File: src/rtl/demux_pkg.sv
// Shared constants and helpers for the demux_lanes serial-to-parallel lane demultiplexer.
package demux_pkg;

  localparam int LANES_MAX        = 8;
  localparam int IDLE_VAL_DEFAULT = 0;

  // Width of active_lanes: enough bits to hold the value LANES itself.
  function automatic int act_width(input int lanes);
    return $clog2((lanes > LANES_MAX) ? LANES_MAX : lanes) + 1;
  endfunction

endpackage

File: src/rtl/demux_lane_reg.sv
// One output lane register; data is forced to IDLE_VAL whenever the lane is not valid.
module demux_lane_reg
  import demux_pkg::*;
#(
  parameter int               WIDTH    = 8,
  parameter logic [WIDTH-1:0] IDLE_VAL = WIDTH'(IDLE_VAL_DEFAULT)
) (
  input  logic             clk,
  input  logic             reset_L,
  input  logic             ld_valid,
  input  logic [WIDTH-1:0] ld_data,
  output logic             valid_out,
  output logic [WIDTH-1:0] data_out
);

  logic             valid_d, valid_q;
  logic [WIDTH-1:0] data_d, data_q;

  always_comb begin
    valid_d = ld_valid;
    data_d  = ld_valid ? ld_data : IDLE_VAL;
  end

  always_ff @(posedge clk or negedge reset_L) begin
    if (!reset_L) begin
      valid_q <= 1'b0;
      data_q  <= IDLE_VAL;
    end else begin
      valid_q <= valid_d;
      data_q  <= data_d;
    end
  end

  assign valid_out = valid_q;
  assign data_out  = data_q;

endmodule

File: src/rtl/demux_lanes.sv
// Serial word stream to LANES parallel lanes, grouped by a per-group lane count.
// Define DEMUX_LANES_FLUSH_EN to emit partial groups as soon as valid drops.
module demux_lanes
  import demux_pkg::*;
#(
  parameter int               WIDTH    = 8,
  parameter int               LANES    = 4,
  parameter logic [WIDTH-1:0] IDLE_VAL = WIDTH'(IDLE_VAL_DEFAULT)
) (
  input  logic                         clk,
  input  logic                         reset_L,
  input  logic                         valid,
  input  logic [WIDTH-1:0]             data_in,
  input  logic [act_width(LANES)-1:0]  active_lanes,
  output logic [LANES-1:0]             valid_out,
  output logic [LANES*WIDTH-1:0]       data_out,
  output logic                         group_done
);

  localparam int AW = act_width(LANES);
  localparam int PW = AW - 1;

  logic [PW-1:0]    ptr_d, ptr_q;
  logic [AW-1:0]    act_d, act_q;
  logic [WIDTH-1:0] stage_d [LANES];
  logic [WIDTH-1:0] stage_q [LANES];
  logic             group_done_d, group_done_q;

  logic [AW-1:0] ptr_ext;
  logic [AW-1:0] act_in;
  logic [AW-1:0] eff_act;
  logic          last;
  logic          flush;

  assign ptr_ext = {1'b0, ptr_q};
  // Out-of-range lane counts fall back to the full lane count.
  assign act_in  = (active_lanes == '0 || active_lanes > AW'(LANES)) ? AW'(LANES) : active_lanes;
  assign eff_act = (valid && ptr_q == '0) ? act_in : act_q;
  assign last    = valid && (ptr_ext == eff_act - AW'(1));

`ifdef DEMUX_LANES_FLUSH_EN
  assign flush = !valid && (ptr_q != '0);
`else
  assign flush = 1'b0;
`endif

  always_comb begin
    ptr_d        = ptr_q;
    act_d        = act_q;
    stage_d      = stage_q;
    group_done_d = last || flush;
    if (valid) begin
      act_d = eff_act;
      if (last) begin
        ptr_d = '0;
      end else begin
        stage_d[ptr_q] = data_in;
        ptr_d          = ptr_q + PW'(1);
      end
    end else if (flush) begin
      ptr_d = '0;
    end
  end

  always_ff @(posedge clk or negedge reset_L) begin
    if (!reset_L) begin
      ptr_q        <= '0;
      act_q        <= AW'(LANES);
      group_done_q <= 1'b0;
      for (int i = 0; i < LANES; i++) stage_q[i] <= IDLE_VAL;
    end else begin
      ptr_q        <= ptr_d;
      act_q        <= act_d;
      group_done_q <= group_done_d;
      stage_q      <= stage_d;
    end
  end

  assign group_done = group_done_q;

  genvar gi;
  generate
    for (gi = 0; gi < LANES; gi++) begin : g_lane
      logic             ld_valid;
      logic [WIDTH-1:0] ld_data;

      // The closing word bypasses staging and lands directly on lane act-1.
      always_comb begin
        ld_valid = 1'b0;
        ld_data  = IDLE_VAL;
        if (last) begin
          ld_valid = AW'(gi) < eff_act;
          ld_data  = (AW'(gi) == eff_act - AW'(1)) ? data_in : stage_q[gi];
        end else if (flush) begin
          ld_valid = AW'(gi) < ptr_ext;
          ld_data  = stage_q[gi];
        end
      end

      demux_lane_reg #(
        .WIDTH    (WIDTH),
        .IDLE_VAL (IDLE_VAL)
      ) u_lane (
        .clk       (clk),
        .reset_L   (reset_L),
        .ld_valid  (ld_valid),
        .ld_data   (ld_data),
        .valid_out (valid_out[gi]),
        .data_out  (data_out[gi*WIDTH +: WIDTH])
      );
    end
  endgenerate

endmodule

File: config.mk
export PLATFORM = sky130hd
export DESIGN_NAME = demux_lanes
export DESIGN_NICKNAME = d
export VERILOG_FILES = /design/src/rtl/demux_pkg.sv /design/src/rtl/demux_lane_reg.sv /design/src/rtl/demux_lanes.sv
export SDC_FILE = /design/constraint.sdc
export NUM_CORES = 1
export LEC_CHECK = 0
export CAP_MARGIN = 20
export CORE_MARGIN = 5
export CORE_UTILIZATION = 35
export DETAILED_ROUTE_END_ITERATION = 10
export GPL_ROUTABILITY_DRIVEN = 0
export SLEW_MARGIN = 0
export SYNTH_ARGS = -nofsm -noshare
export SYNTH_HDL_FRONTEND = slang
export SYNTH_SLANG_ARGS = --single-unit
File: constraint.sdc
create_clock -name clk -period 4.1 [get_ports clk]
set_clock_uncertainty 0.05 [all_clocks]
set_input_delay 1.025 -clock clk [delete_from_list [all_inputs] [get_ports clk]]
set_output_delay 1.025 -clock clk [all_outputs]
set_load 0.01 [all_outputs]
# --- Word-level counts from Yosys, hierarchy flattened ---
# Index checks and enable logic that the tools add are counted.
# W data, S select, Z words.
classes:
  mux: 22
  n_eq_ne: 4
  n_addsub: 2
  n_lt_le_gt_ge: 7
  n_reduce_logical: 8
  bitwise_logic: 2
op_table:
  columns: ["operator", "count"]
  rows:
  - ["$mux W8", 13]
  - ["$bwmux W32", 1]
  - ["$demux W8 S2", 1]
  - ["$eq A2 B3 Y1 const A", 2]
  - ["$logic_not A3 Y1", 2]
  - ["$lt A1 B3 Y1 const A", 2]
  - ["$lt A2 B3 Y1 const A", 2]
  - ["$mux W3", 2]
  - ["$mux W1", 4]
  - ["$eq A1 B3 Y1 const A", 1]
  - ["$eq A2 B3 Y1", 1]
  - ["$ge A3 B3 Y1 const B", 1]
  - ["$gt A3 B3 Y1 const B", 1]
  - ["$logic_and A1 B1 Y1", 3]
  - ["$lt A3 B1 Y1 const B", 1]
  - ["$not A2 Y3", 1]
  - ["$sub A3 B1 Y3 const B", 1]
  - ["$add A2 B1 Y2 const B", 1]
  - ["$logic_not A2 Y1", 1]
  - ["$mux W2", 1]
  - ["$reduce_and A2 Y1", 1]
  - ["$logic_or A1 B1 Y1", 1]
  - ["$not A1 Y1", 1]
word_totals:
  regBits: 74
  out_inout_bits: 37
  elab_cells: 60

# --- Depth between registers and ports, before layout ---
# Gate-level depths: netlist (run 1).
logic_depth:
  depth_word: 9
  depth_mapped: 13

# --- By module ---
# Synthesis (run 1) repeated with hierarchy kept, for this count alone.
hier_totals:
  cells_unflattened: 288
  area_unflattened_um2: 3565.9
modules_own_cells:
  columns: ["module", "n_inst", "seq_area_each_um2", "area_per_inst_um2", "cells_per_inst"]
  rows:
  - ["demux_lanes", 1, 952.2, 2464.9, 220]
  - ["demux_lane_reg", 4, 225.2, 275.3, 17]

# --- Worst setup path after synthesis (run 1) ---
# No wires, ideal clock.
synth_path:
  path_type: "in2reg"
  start: "input port active_lanes[0]"
  end: "register stage_q[24] (netlist name)"
  stages: 11
  path_slack_ns: 0.336
  required_ns: 3.925
  path_buffers: 0
  arrival_time_ns: 3.590
  cell_sequence: "or2_2 ha_1 and4b_2 nor2_4 inv_1 ha_1 xnor2_1 nor4_1 o21ai_4 nand2_4 mux2_2"
synth_between:
  elab_chain_cells: 9
  word_cells_on_any_way: 10
  classes_between: "1 x add/sub; 1 x order compare; 1 x eq/ne; 2 x mux; 1 x bitwise; 4 x reduce/logical"
synth_lines:
  columns: ["item", "line_no", "source"]
  rows:
  - ["start: declaration", "demux_lanes.sv:14", "input logic [act_width(LANES)-1:0] active_lanes,"]
  - ["$gt A3 B3 Y1 / $logic_not A3 Y1 (equally long branches)", "demux_lanes.sv:37", "assign act_in = (active_lanes == '0 || active_lanes > AW'(LANES)) ? AW'(LANES) : active_lanes;"]
  - ["$logic_or A1 B1 Y1", "demux_lanes.sv:37", null]
  - ["$mux W3 (*)", "demux_lanes.sv:37", null]
  - ["$mux W3 (*)", "demux_lanes.sv:38", "assign eff_act = (valid && ptr_q == '0) ? act_in : act_q;"]
  - ["$sub A3 B1 Y3 (*)", "demux_lanes.sv:39", "assign last = valid && (ptr_ext == eff_act - AW'(1));"]
  - ["$eq A2 B3 Y1 (*)", "demux_lanes.sv:39", null]
  - ["$logic_and A1 B1 Y1 (*)", "demux_lanes.sv:39", null]
  - ["$not A1 Y1 (no line) (*)", null, null]
  - ["$reduce_and A2 Y1 (no line) (*)", null, null]
  - ["end signal: assignment", "demux_lanes.sv:75", "stage_q <= stage_d;"]
  - ["end: declaration", "demux_lanes.sv:26", "logic [WIDTH-1:0] stage_q [LANES];"]
# Mark *: on every way between the ends. The rest lies on a longest branch, timed or not.
# A chain may end at the register's enable or synchronous reset.

# --- Final worst setup path (run 1) ---
# Ends and elaborated chain as after synthesis.

==> run_results.csv, run 1 <==
group,metric,value,unit
outcome,outcome,"finished, final reports clean",
logic_synthesis,synth_common_cells,"dfrtp_1 (65), nor2_1 (26), mux2i_1 (25)",
placement,dp_cells,387,
power_and_ir_drop,leakagePower,1.780,nW
setup_path,crit_fanout,8,
min_path,hold_class,"flop to flop",
run,drv_cap,0,
sta,slew_headroom,46.58,%
clock_tree,post_cts_buffers,0,
clock_tree,cts_htree_levels,3,
finish,layout.nets,312,
routing,drtIter0Drc,78,
logic_synthesis,ys_top_cells_by_area,"dfrtp_1 (56%), mux2i_1 (8.5%), o2bb2ai_1 (4.8%)",
clock_tree,cts_resized,0,
die,std_cell_rows,33,
global_routing,grt_overflow,0,
placement,hpwl,4237,um
placement,port_buffers,50,
clock_tree,postCtsHoldBufs,0,
clock_tree,clkLatencyLatePin,0.34,ns
logic_synthesis,synth-seq-area-share,56.40,%
finish,diodes,0,
logic_synthesis,post-synth-top-area-cell,"dfrtp_1",
die,coreArea,8175,um2
sta,finalHoldViolations,0,
routing,drc,0,
finish,stdcell_area,3766,um2
clock_tree,cts-root-buf,"clkbuf_8",
setup_path,cp.arrival,3.92,ns
finish,drive_above_1_share,17.45,%
logic_synthesis,synth_top_area_share,55.51,%
logic_synthesis,ys_ff_latch,66,
routing,dr_total_vias,1906,
setup_path,cp-end-kind,"flop",
die,num_io_pins,51,
logic_synthesis,synth_ff_type,"dfrtp_1",
sta,max_freq,0.2672,GHz
clock_tree,numCtsBuffers,9,
routing,drt_first_pass_iters,5,
die,die_h,101.5,um
placement,place_area,3525,um2
routing,ant_nets,0,
sta,fin_crit_sh,91.27,%
finish,area_growth_syn_to_layout,28.52,%
finish,fin_util,46.07,%
die,die_w,101.5,um
clock_tree,clockBufferDepth,2,
logic_synthesis,avgSynthCellArea,12.47,um2
routing,wl_per_cell,15.09,um
logic_synthesis,synth.most_common_cell,"dfrtp_1",
logic_synthesis,netlist_instances,235,
sta,tightest_slew,0.7960,ns
setup_path,path_class,"input port to flop",
die,die_area,10300,um2
sta,hold_slack,0.4420,ns
sta,slew_viol_final,0,
finish,fin_cells,403,
power_and_ir_drop,peakVddDrop,220.1,uV
global_routing,grt_pass1_vias,1924,
logic_synthesis,async_reset_ff_share,100.0,%
sta,rsz0062_at_grt,"no",
logic_synthesis,syn_nets,254,
finish,nFillCells,776,
power_and_ir_drop,totalPowerFinal,0.002637,W
clock_tree,cts_tree,"built",
logic_synthesis,synth_cell_types,47,
global_routing,grt_antenna_before_repair,0,
power_and_ir_drop,power_density,700.2,nW/um2
sta,fin_crit,3.742,ns
setup_path,start_kind,"input port",
die,initial_utilization,35.84,%
global_routing,grt_max_degree,35,
clock_tree,cts_sinks,66,
sta,setup_viol,0,
routing,totalWireLength,6080,um
logic_synthesis,yosysWarnings,0,
global_routing,grt_usage,12.90,%
routing,viasPerCell,4.730,
logic_synthesis,syn_area,2930,um2
global_routing,grt_pass1_wl,10140,um
clock_tree,path_clk_slew,0.07,ns
setup_path,required,4.28,ns
logic_synthesis,synth_edf_count,0,
-- through the flow --
step | TNS [ns] | worst slack, ns
6_report | 0 | 0.3581
5_1_grt | 0 | 0.2137
4_1_cts | 0 | 0.3468
3_5_place_dp | -0.05446 | -0.01173
3_3_place_gp | 0 | 0.06078
2_1_floorplan | 0 | 0.3358
-- registers in the layout, indices dropped and copies added, names as in the netlist --
signal	flops
g_lane.u_lane.valid_out	4
stage_q	24
group_done	1
act_q	3
ptr_q	2
g_lane.u_lane.data_out	32
-- power by group --
group / internal [W] / switching [W]
Combinational: 0.000507 / 0.000539
Sequential: 0.000844 / 0.0000900
Clock: 0.000404 / 0.000253
-- path summary, 6_finish.rpt --
path                       slack [ns]            start  depth (start not counted)           to
setup / recovery                 0.36  active_lanes[0]                         13  stage_q[24]
hold / removal                   0.44      stage_q[16]                          1  stage_q[16]
setup reg to reg                 0.94         ptr_q[0]                         12  stage_q[24]
hold reg to reg                  0.44      stage_q[16]                          1  stage_q[16]
max in group asynchronous        2.40          reset_L                          2   stage_q[9]
min in group asynchronous        0.69          reset_L                          1  stage_q[18]
-- cell families after synthesis --
| kind of cell | count (synthesis) | share of synthesized area, % |
|---|---|---|
| AOI/OAI and AO/OA | 31 | 10.25 |
| xor gates and xnor gates | 1 | 0.2989 |
| adders and majority gates | 5 | 2.135 |
| buffers and inverters | 23 | 4.825 |
| DFF | 66 | 56.40 |
| muxes | 34 | 12.38 |
| and+or+nand+nor | 75 | 13.71 |
-- worst max-delay path: stages --
cell and delay (ns):
clkdlybuf4s50_1 0.41, or2_2 0.29, ha_1 0.28, and4b_2 0.37
nor2_4 0.05, inv_1 0.11, ha_1 0.28, xnor2_1 0.17
nor4_1 0.19, buf_4 0.17, o21ai_4 0.08, nand2_4 0.15
mux2_2 0.34
-- per-layer routing --
layer,wire length [um],global-route usage [%]
met5,0,0
met4,53,3.681
met3,331,3.719
met2,2879,19.97
met1,2815,17.70
-- cells in the final DEF (no fill, tap or decap), drive strengths merged, types with 2 or more instances in the layout --
master,synthesis,routed
a21bo,2,2
a21boi,2,2
and2,8,8
and4b,2,2
buf,11,10
bufinv,0,3
clkbuf,1,9
clkdlybuf4s50,0,49
clkinv,0,4
dfrtp,65,65
ha,5,5
inv,11,11
mux2,8,8
mux2i,26,26
nand2,22,22
nand3,4,4
nor2,28,28
nor4,3,3
o211a,2,2
o21ai,4,4
o2bb2ai,16,16
or3,2,2
-- area by class of cell --
| type | count | area (um2) | share of cell area, % |
|---|---|---|---|
| sequential | 66 | 1653 | 43.89 |
| multi-input combinational | 146 | 1136 | 30.17 |
| timing repair buffer | 59 | 563.0 | 14.95 |
| tap | 105 | 131.4 | 3.488 |
| clock buffer | 9 | 123.9 | 3.289 |
| clock inverter | 7 | 117.6 | 3.123 |
| inverter | 11 | 41.29 | 1.096 |
Power figures use the tool's default switching activity.
==> inputs of run 2 (changes only) <==
--- a/config.mk
+++ b/config.mk
@@ -10,6 +10,7 @@
 export CORE_UTILIZATION = 35
 export DETAILED_ROUTE_END_ITERATION = 10
 export GPL_ROUTABILITY_DRIVEN = 0
+export GPL_TIMING_DRIVEN = 0
 export SLEW_MARGIN = 0
 export SYNTH_ARGS = -nofsm -noshare
 export SYNTH_HDL_FRONTEND = slang
==> run 2 against run 1 <==
Compared with the run above: first-iteration DRC count shrank 21%; via count stayed put; sequential share of layout area decreased by 0.70 points; flip-flop and latch count did not move; cell count is 0.74% higher; non-clock buffer count up 3; global-route usage rose by 0.13 points; register-to-register slack got worse by 0.19 ns; routed wire length increased by 0.61%; critical path depth down 1; sequential power down 0.6%.
==> run_results.csv, run 2 (synthesis results as in run 1) <==
group,metric,value,unit
die,die_w,101.5,um
clock_tree,postCtsHoldBufs,0,
power_and_ir_drop,swShare,33.78,%
global_routing,grt_pass1_vias,1985,
setup_path,r2r_setup_slack,0.75,ns
clock_tree,numCtsBuffers,9,
setup_path,crit_path_cell_trace,"clkdlybuf4s50_1 > or2_2 > ha_1 > and4b_2 > nor2_4 > inv_1 > ha_1 > xnor2_2 > nor4_2 > o21ai_4 > nand2_4 > mux2_2",
setup_path,crit_fanout,9,
setup_path,path_class,"input port to flop",
sta,finalHoldViolations,0,
routing,totalWireLength,6117,um
routing,drtIter0Drc,62,
power_and_ir_drop,internal_power,0.001777,W
sta,max_freq,0.2538,GHz
setup_path,cp_common_cell,"ha_1",
clock_tree,cts_resized,0,
sta,hold_slack,0.4417,ns
routing,ant_nets,0,
routing,drc,0,
clock_tree,path_clk_slew,0.07,ns
global_routing,grt_usage,13.03,%
routing,wl_per_cell,15.07,um
setup_path,crit_buf_inv,2,
setup_path,worstSetupPathDepth,12,
setup_path,critical_path.slowest_cell,"clkdlybuf4s50_1",
setup_path,required,4.27,ns
setup_path,start_kind,"input port",
sta,rsz0062_at_grt,"no",
die,die_h,101.5,um
setup_path,cp-end-kind,"flop",
sta,slew_headroom,45.14,%
setup_path,r2r_start,"ptr_q[0]",
power_and_ir_drop,p_sw,0.0009064,W
die,num_io_pins,51,
setup_path,cp.arrival,4.11,ns
setup_path,r2r-end,"stage_q[24]",
sta,setup_viol,0,
finish,largest_reg_flops,32,
power_and_ir_drop,power_density,701.1,nW/um2
placement,port_buffers,50,
global_routing,grt_antenna_before_repair,0,
setup_path,worstSetupEndpoint,"stage_q[24]",
min_path,hold_class,"flop to flop",
clock_tree,post_cts_buffers,0,
power_and_ir_drop,peakVddDrop,236.6,uV
power_and_ir_drop,p_comb_share,39.9,%
clock_tree,cts_tree,"built",
power_and_ir_drop,totalPowerFinal,0.002683,W
run,drv_cap,0,
sta,tightest_slew,0.8229,ns
power_and_ir_drop,leakagePower,1.804,nW
sta,fin_crit_sh,96.10,%
clock_tree,cts-root-buf,"clkbuf_8",
die,initial_utilization,35.84,%
power_and_ir_drop,power_frac_clock,25.5,%
routing,dr_total_vias,1906,
finish,layout_commonest_cell,"dfrtp_1",
sta,slew_viol_final,0,
finish,drive_above_1_share,18.60,%
power_and_ir_drop,pwr-share-seq,34.6,%
die,coreArea,8175,um2
clock_tree,clockBufferDepth,2,
finish,diodes,0,
die,die_area,10300,um2
finish,area_growth_syn_to_layout,30.61,%
finish,final_cell_mix,"dfrtp_1 (65), clkdlybuf4s50_1 (49), nor2_1 (26)",
setup_path,reg2reg_depth,12,
global_routing,grt_max_degree,67,
setup_path,critPathLaunch,"active_lanes[0]",
finish,layout.nets,315,
sta,fin_crit,3.940,ns
clock_tree,cts_sinks,66,
clock_tree,cts_htree_levels,3,
routing,viasPerCell,4.695,
global_routing,grt_pass1_wl,10190,um
placement,hpwl,4198,um
global_routing,grt_overflow,0,
die,std_cell_rows,33,
clock_tree,clkLatencyLatePin,0.34,ns
setup_path,max_stage_delay,0.40,ns
outcome,outcome,"finished, final reports clean",
setup_path,path_delay_family,"simple AND/OR/NAND/NOR gates",
routing,drt_first_pass_iters,4,
==> run 2: worst min-delay path by stage <==
| stage | from | endpoint | slack [ns] | depth (start not counted) |
|---|---|---|---|---|
| after floorplan | stage_q[10] | stage_q[10] | 0.41 | 1 |
| after global placement | stage_q[13] | stage_q[13] | 0.42 | 1 |
| after detailed placement | stage_q[13] | stage_q[13] | 0.42 | 1 |
| after CTS | stage_q[8] | stage_q[8] | 0.45 | 1 |
| after global routing | stage_q[20] | stage_q[20] | 0.46 | 1 |
| final | stage_q[23] | stage_q[23] | 0.44 | 1 |
==> run 2: metal layers <==
metal	vias to the layer above	GRT usage, %	share of wire, %
met5	-	0	0
met1	931	16.84	46
met2	42	21.03	48
li1	928	-	-
met4	0	3.988	0.95
met3	5	4.063	4.9
==> run 2: cell type report <==
class	count	area, um2
Clock buffer	10	137.6
Sequential cell	66	1653
Timing Repair Buffer	50	498.0
Tap cell	105	131.4
Fill cell	781	4348
Inverter	11	41.29
Buffer	12	100.1
Clock inverter	6	112.6
Multi-Input combinational cell	146	1154
==> run 2: stage by stage <==
stage	std cells	setup slack, ns	cell area (um2)	setup TNS (ns)	utilization (%)
2_1_floorplan	235	0.3358	2930	0	-
3_3_place_gp	390	-0.3433	3562	-25.26	43.57
3_5_place_dp	390	-0.3466	3560	-8.969	43.54
4_1_cts	406	0.01477	3810	0	46.60
5_1_grt	406	0.02322	3827	0	46.82
6_report	406	0.1600	3827	0	46.82
==> run 2: power groups by stage <==
stage                     clock, W  combinational (W)  sequential (W)
after floorplan                  0           0.000747        0.000943
after global placement           0            0.00105        0.000932
after detailed placement         0            0.00106        0.000939
after CTS                 0.000697            0.00106        0.000928
after global routing      0.000730            0.00118        0.000952
final                     0.000684            0.00107        0.000928
==> run 2: worst register-to-register path: cells and delay by family, from the launching register on <==
| family | cells | cell delay, ns |
|---|---|---|
| XOR/XNOR | 1 | 0.21 |
| multiplexers | 1 | 0.35 |
| flip-flops | 1 | 0.38 |
| AO/OA/AOI/OAI | 2 | 0.39 |
| buffers and inverters | 3 | 0.46 |
| AND/OR/NAND/NOR | 3 | 0.68 |
| adder cells (fa/ha/maj) | 2 | 0.71 |
==> inputs of run 3 (changes only) <==
--- a/config.mk
+++ b/config.mk
@@ -11,7 +11,7 @@
 export DETAILED_ROUTE_END_ITERATION = 10
 export GPL_ROUTABILITY_DRIVEN = 0
 export GPL_TIMING_DRIVEN = 0
-export SLEW_MARGIN = 0
+export SLEW_MARGIN = 10
 export SYNTH_ARGS = -nofsm -noshare
 export SYNTH_HDL_FRONTEND = slang
 export SYNTH_SLANG_ARGS = --single-unit
==> run 3 against run 2 <==
Compared with the run above: critical path depth is the same; cell count increased by 0.25%; combinational power hardly changed; die area unchanged; sequential power hardly changed; clock-buffer cell count rose by 2; highest routed layer unchanged; critical path type unchanged; largest cell class unchanged; sequential share of layout area increased by 0.18 points.
==> run_results.csv, run 3 (synthesis results as in run 1) <==
group,metric,value,unit
finish,diodes,0,
finish,largest_reg_flops,32,
clock_tree,numCtsBuffers,9,
clock_tree,clockBufferDepth,2,
setup_path,crit_path_cell_trace,"clkdlybuf4s50_1 > or2_2 > ha_1 > and4b_2 > nor2_4 > inv_1 > ha_1 > xnor2_2 > nor4_2 > o21ai_4 > nand2_4 > mux2_2",
sta,max_freq,0.2527,GHz
sta,finalHoldViolations,0,
clock_tree,clkLatencyLatePin,0.34,ns
routing,drc,0,
global_routing,grt_overflow,0,
routing,dr_total_vias,1935,
sta,fin_crit_sh,96.53,%
global_routing,grt_pass1_wl,10270,um
setup_path,critical_path.slowest_cell,"clkdlybuf4s50_1",
finish,fin_util,46.62,%
finish,drive_above_1_share,18.87,%
setup_path,cp_common_cell,"ha_1",
die,die_area,10300,um2
setup_path,max_stage_delay,0.40,ns
die,num_io_pins,51,
sta,slew_viol_final,0,
global_routing,grt_pass1_vias,2018,
finish,nFillCells,771,
die,initial_utilization,35.84,%
placement,hpwl,4336,um
setup_path,cp-end-kind,"flop",
routing,wl_per_cell,15.48,um
clock_tree,path_clk_slew,0.07,ns
min_path,hold_class,"flop to flop",
run,drv_cap,0,
die,std_cell_rows,33,
clock_tree,cts_sinks,66,
routing,drt_first_pass_iters,4,
routing,drtIter0Drc,59,
sta,tightest_slew,0.6165,ns
power_and_ir_drop,leakagePower,1.799,nW
power_and_ir_drop,peakVddDrop,287.2,uV
clock_tree,cts_tree,"built",
die,die_w,101.5,um
setup_path,start_kind,"input port",
outcome,outcome,"finished, final reports clean",
setup_path,crit_buf_inv,2,
global_routing,grt_usage,13.09,%
sta,fin_crit,3.958,ns
clock_tree,cts-root-buf,"clkbuf_8",
setup_path,path_delay_family,"simple AND/OR/NAND/NOR gates",
global_routing,grt_antenna_before_repair,0,
finish,area_growth_syn_to_layout,30.06,%
power_and_ir_drop,power_density,679.3,nW/um2
routing,viasPerCell,4.754,
setup_path,crit_fanout,9,
finish,layout_commonest_cell,"dfrtp_1",
routing,ant_nets,0,
routing,totalWireLength,6302,um
sta,rsz0062_at_grt,"no",
finish,layout.nets,316,
die,die_h,101.5,um
finish,final_cell_mix,"dfrtp_1 (65), clkdlybuf4s50_1 (49), nor2_1 (26)",
clock_tree,post_cts_buffers,0,
sta,slew_headroom,58.75,%
global_routing,grt_max_degree,39,
setup_path,required,4.27,ns
die,coreArea,8175,um2
clock_tree,cts_htree_levels,3,
sta,setup_viol,0,
setup_path,cp.arrival,4.13,ns
setup_path,path_class,"input port to flop",
clock_tree,postCtsHoldBufs,0,
placement,port_buffers,50,
power_and_ir_drop,totalPowerFinal,0.002589,W
==> run 3: cell count changes in the layout (fill, tap and decap cells not counted) <==
cell and change:
clkbuf_8 +2, clkinv_2 +1, bufinv_16 -2, inv_6 -1, buf_12 +1
==> run 3: routing by layer <==
layer  up-vias  track usage, %  part of all wire, %
li1        935               -                    -
met1       949           16.80                   45
met2        41           21.38                   49
met3        10           3.168                  4.4
met4         0           5.112                  1.9
met5         -               0                    0
==> run 3: worst paths after layout <==
kind | startpoint | endpoint | slack (ns) | cells past startpoint
worst min register to register | stage_q[10] | stage_q[10] | 0.44 | 1
worst max register to register | ptr_q[0] | stage_q[29] | 0.71 | 12
max in group asynchronous | reset_L | g_lane[3].u_lane.data_out[2] | 2.92 | 2
worst max-delay path | active_lanes[0] | stage_q[29] | 0.14 | 12
worst min-delay path | stage_q[10] | stage_q[10] | 0.44 | 1
min in group asynchronous | reset_L | act_q[1] | 0.55 | 1
==> run 3: power breakdown <==
| part | switching, W | internal (W) |
|---|---|---|
| logic | 0.000568 | 0.000511 |
| registers | 0.0000847 | 0.000845 |
| clock network | 0.000251 | 0.000330 |
==> run 3: stage by stage <==
stage	instance area [um2]	setup TNS, ns	hold slack (ns)	setup slack [ns]	instances
after floorplan	2930	0	0.4054	0.3358	235
after global placement	3562	-25.26	0.4205	-0.3433	390
after detailed placement	3580	-9.561	0.4237	-0.3581	391
after CTS	3800	0	0.4441	0.04135	407
after global routing	3811	0	0.4583	0.02017	407
final	3811	0	0.4398	0.1423	407
==> run 3: worst reg2reg max path: cells and delay by family (launching register included) <==
kind                       cells  cell delay [ns]
and+or+nand+nor                3             0.68
buffers and inverters          3             0.48
AOI/OAI and AO/OA              2             0.39
xor gates and xnor gates       1             0.21
DFF                            1             0.38
adders and majority gates      2             0.73
muxes                          1             0.35
==> run 3: final cells by class <==
class,count,area [um2],share of cell area [%]
sequential,66,1653,43.37
multi-input combinational,146,1154,30.27
timing repair buffer,51,518.0,13.59
clock buffer,12,165.2,4.334
tap,105,131.4,3.447
buffer,12,100.1,2.626
clock inverter,4,48.80,1.280
inverter,11,41.29,1.083
==> run 3: what timing repair did <==
| action | in CTS | in global routing |
|---|---|---|
| setup endpoints to repair | 1 | 21 |
| gates cloned | 0 | 0 |
| resized for setup | 1 | 2 |
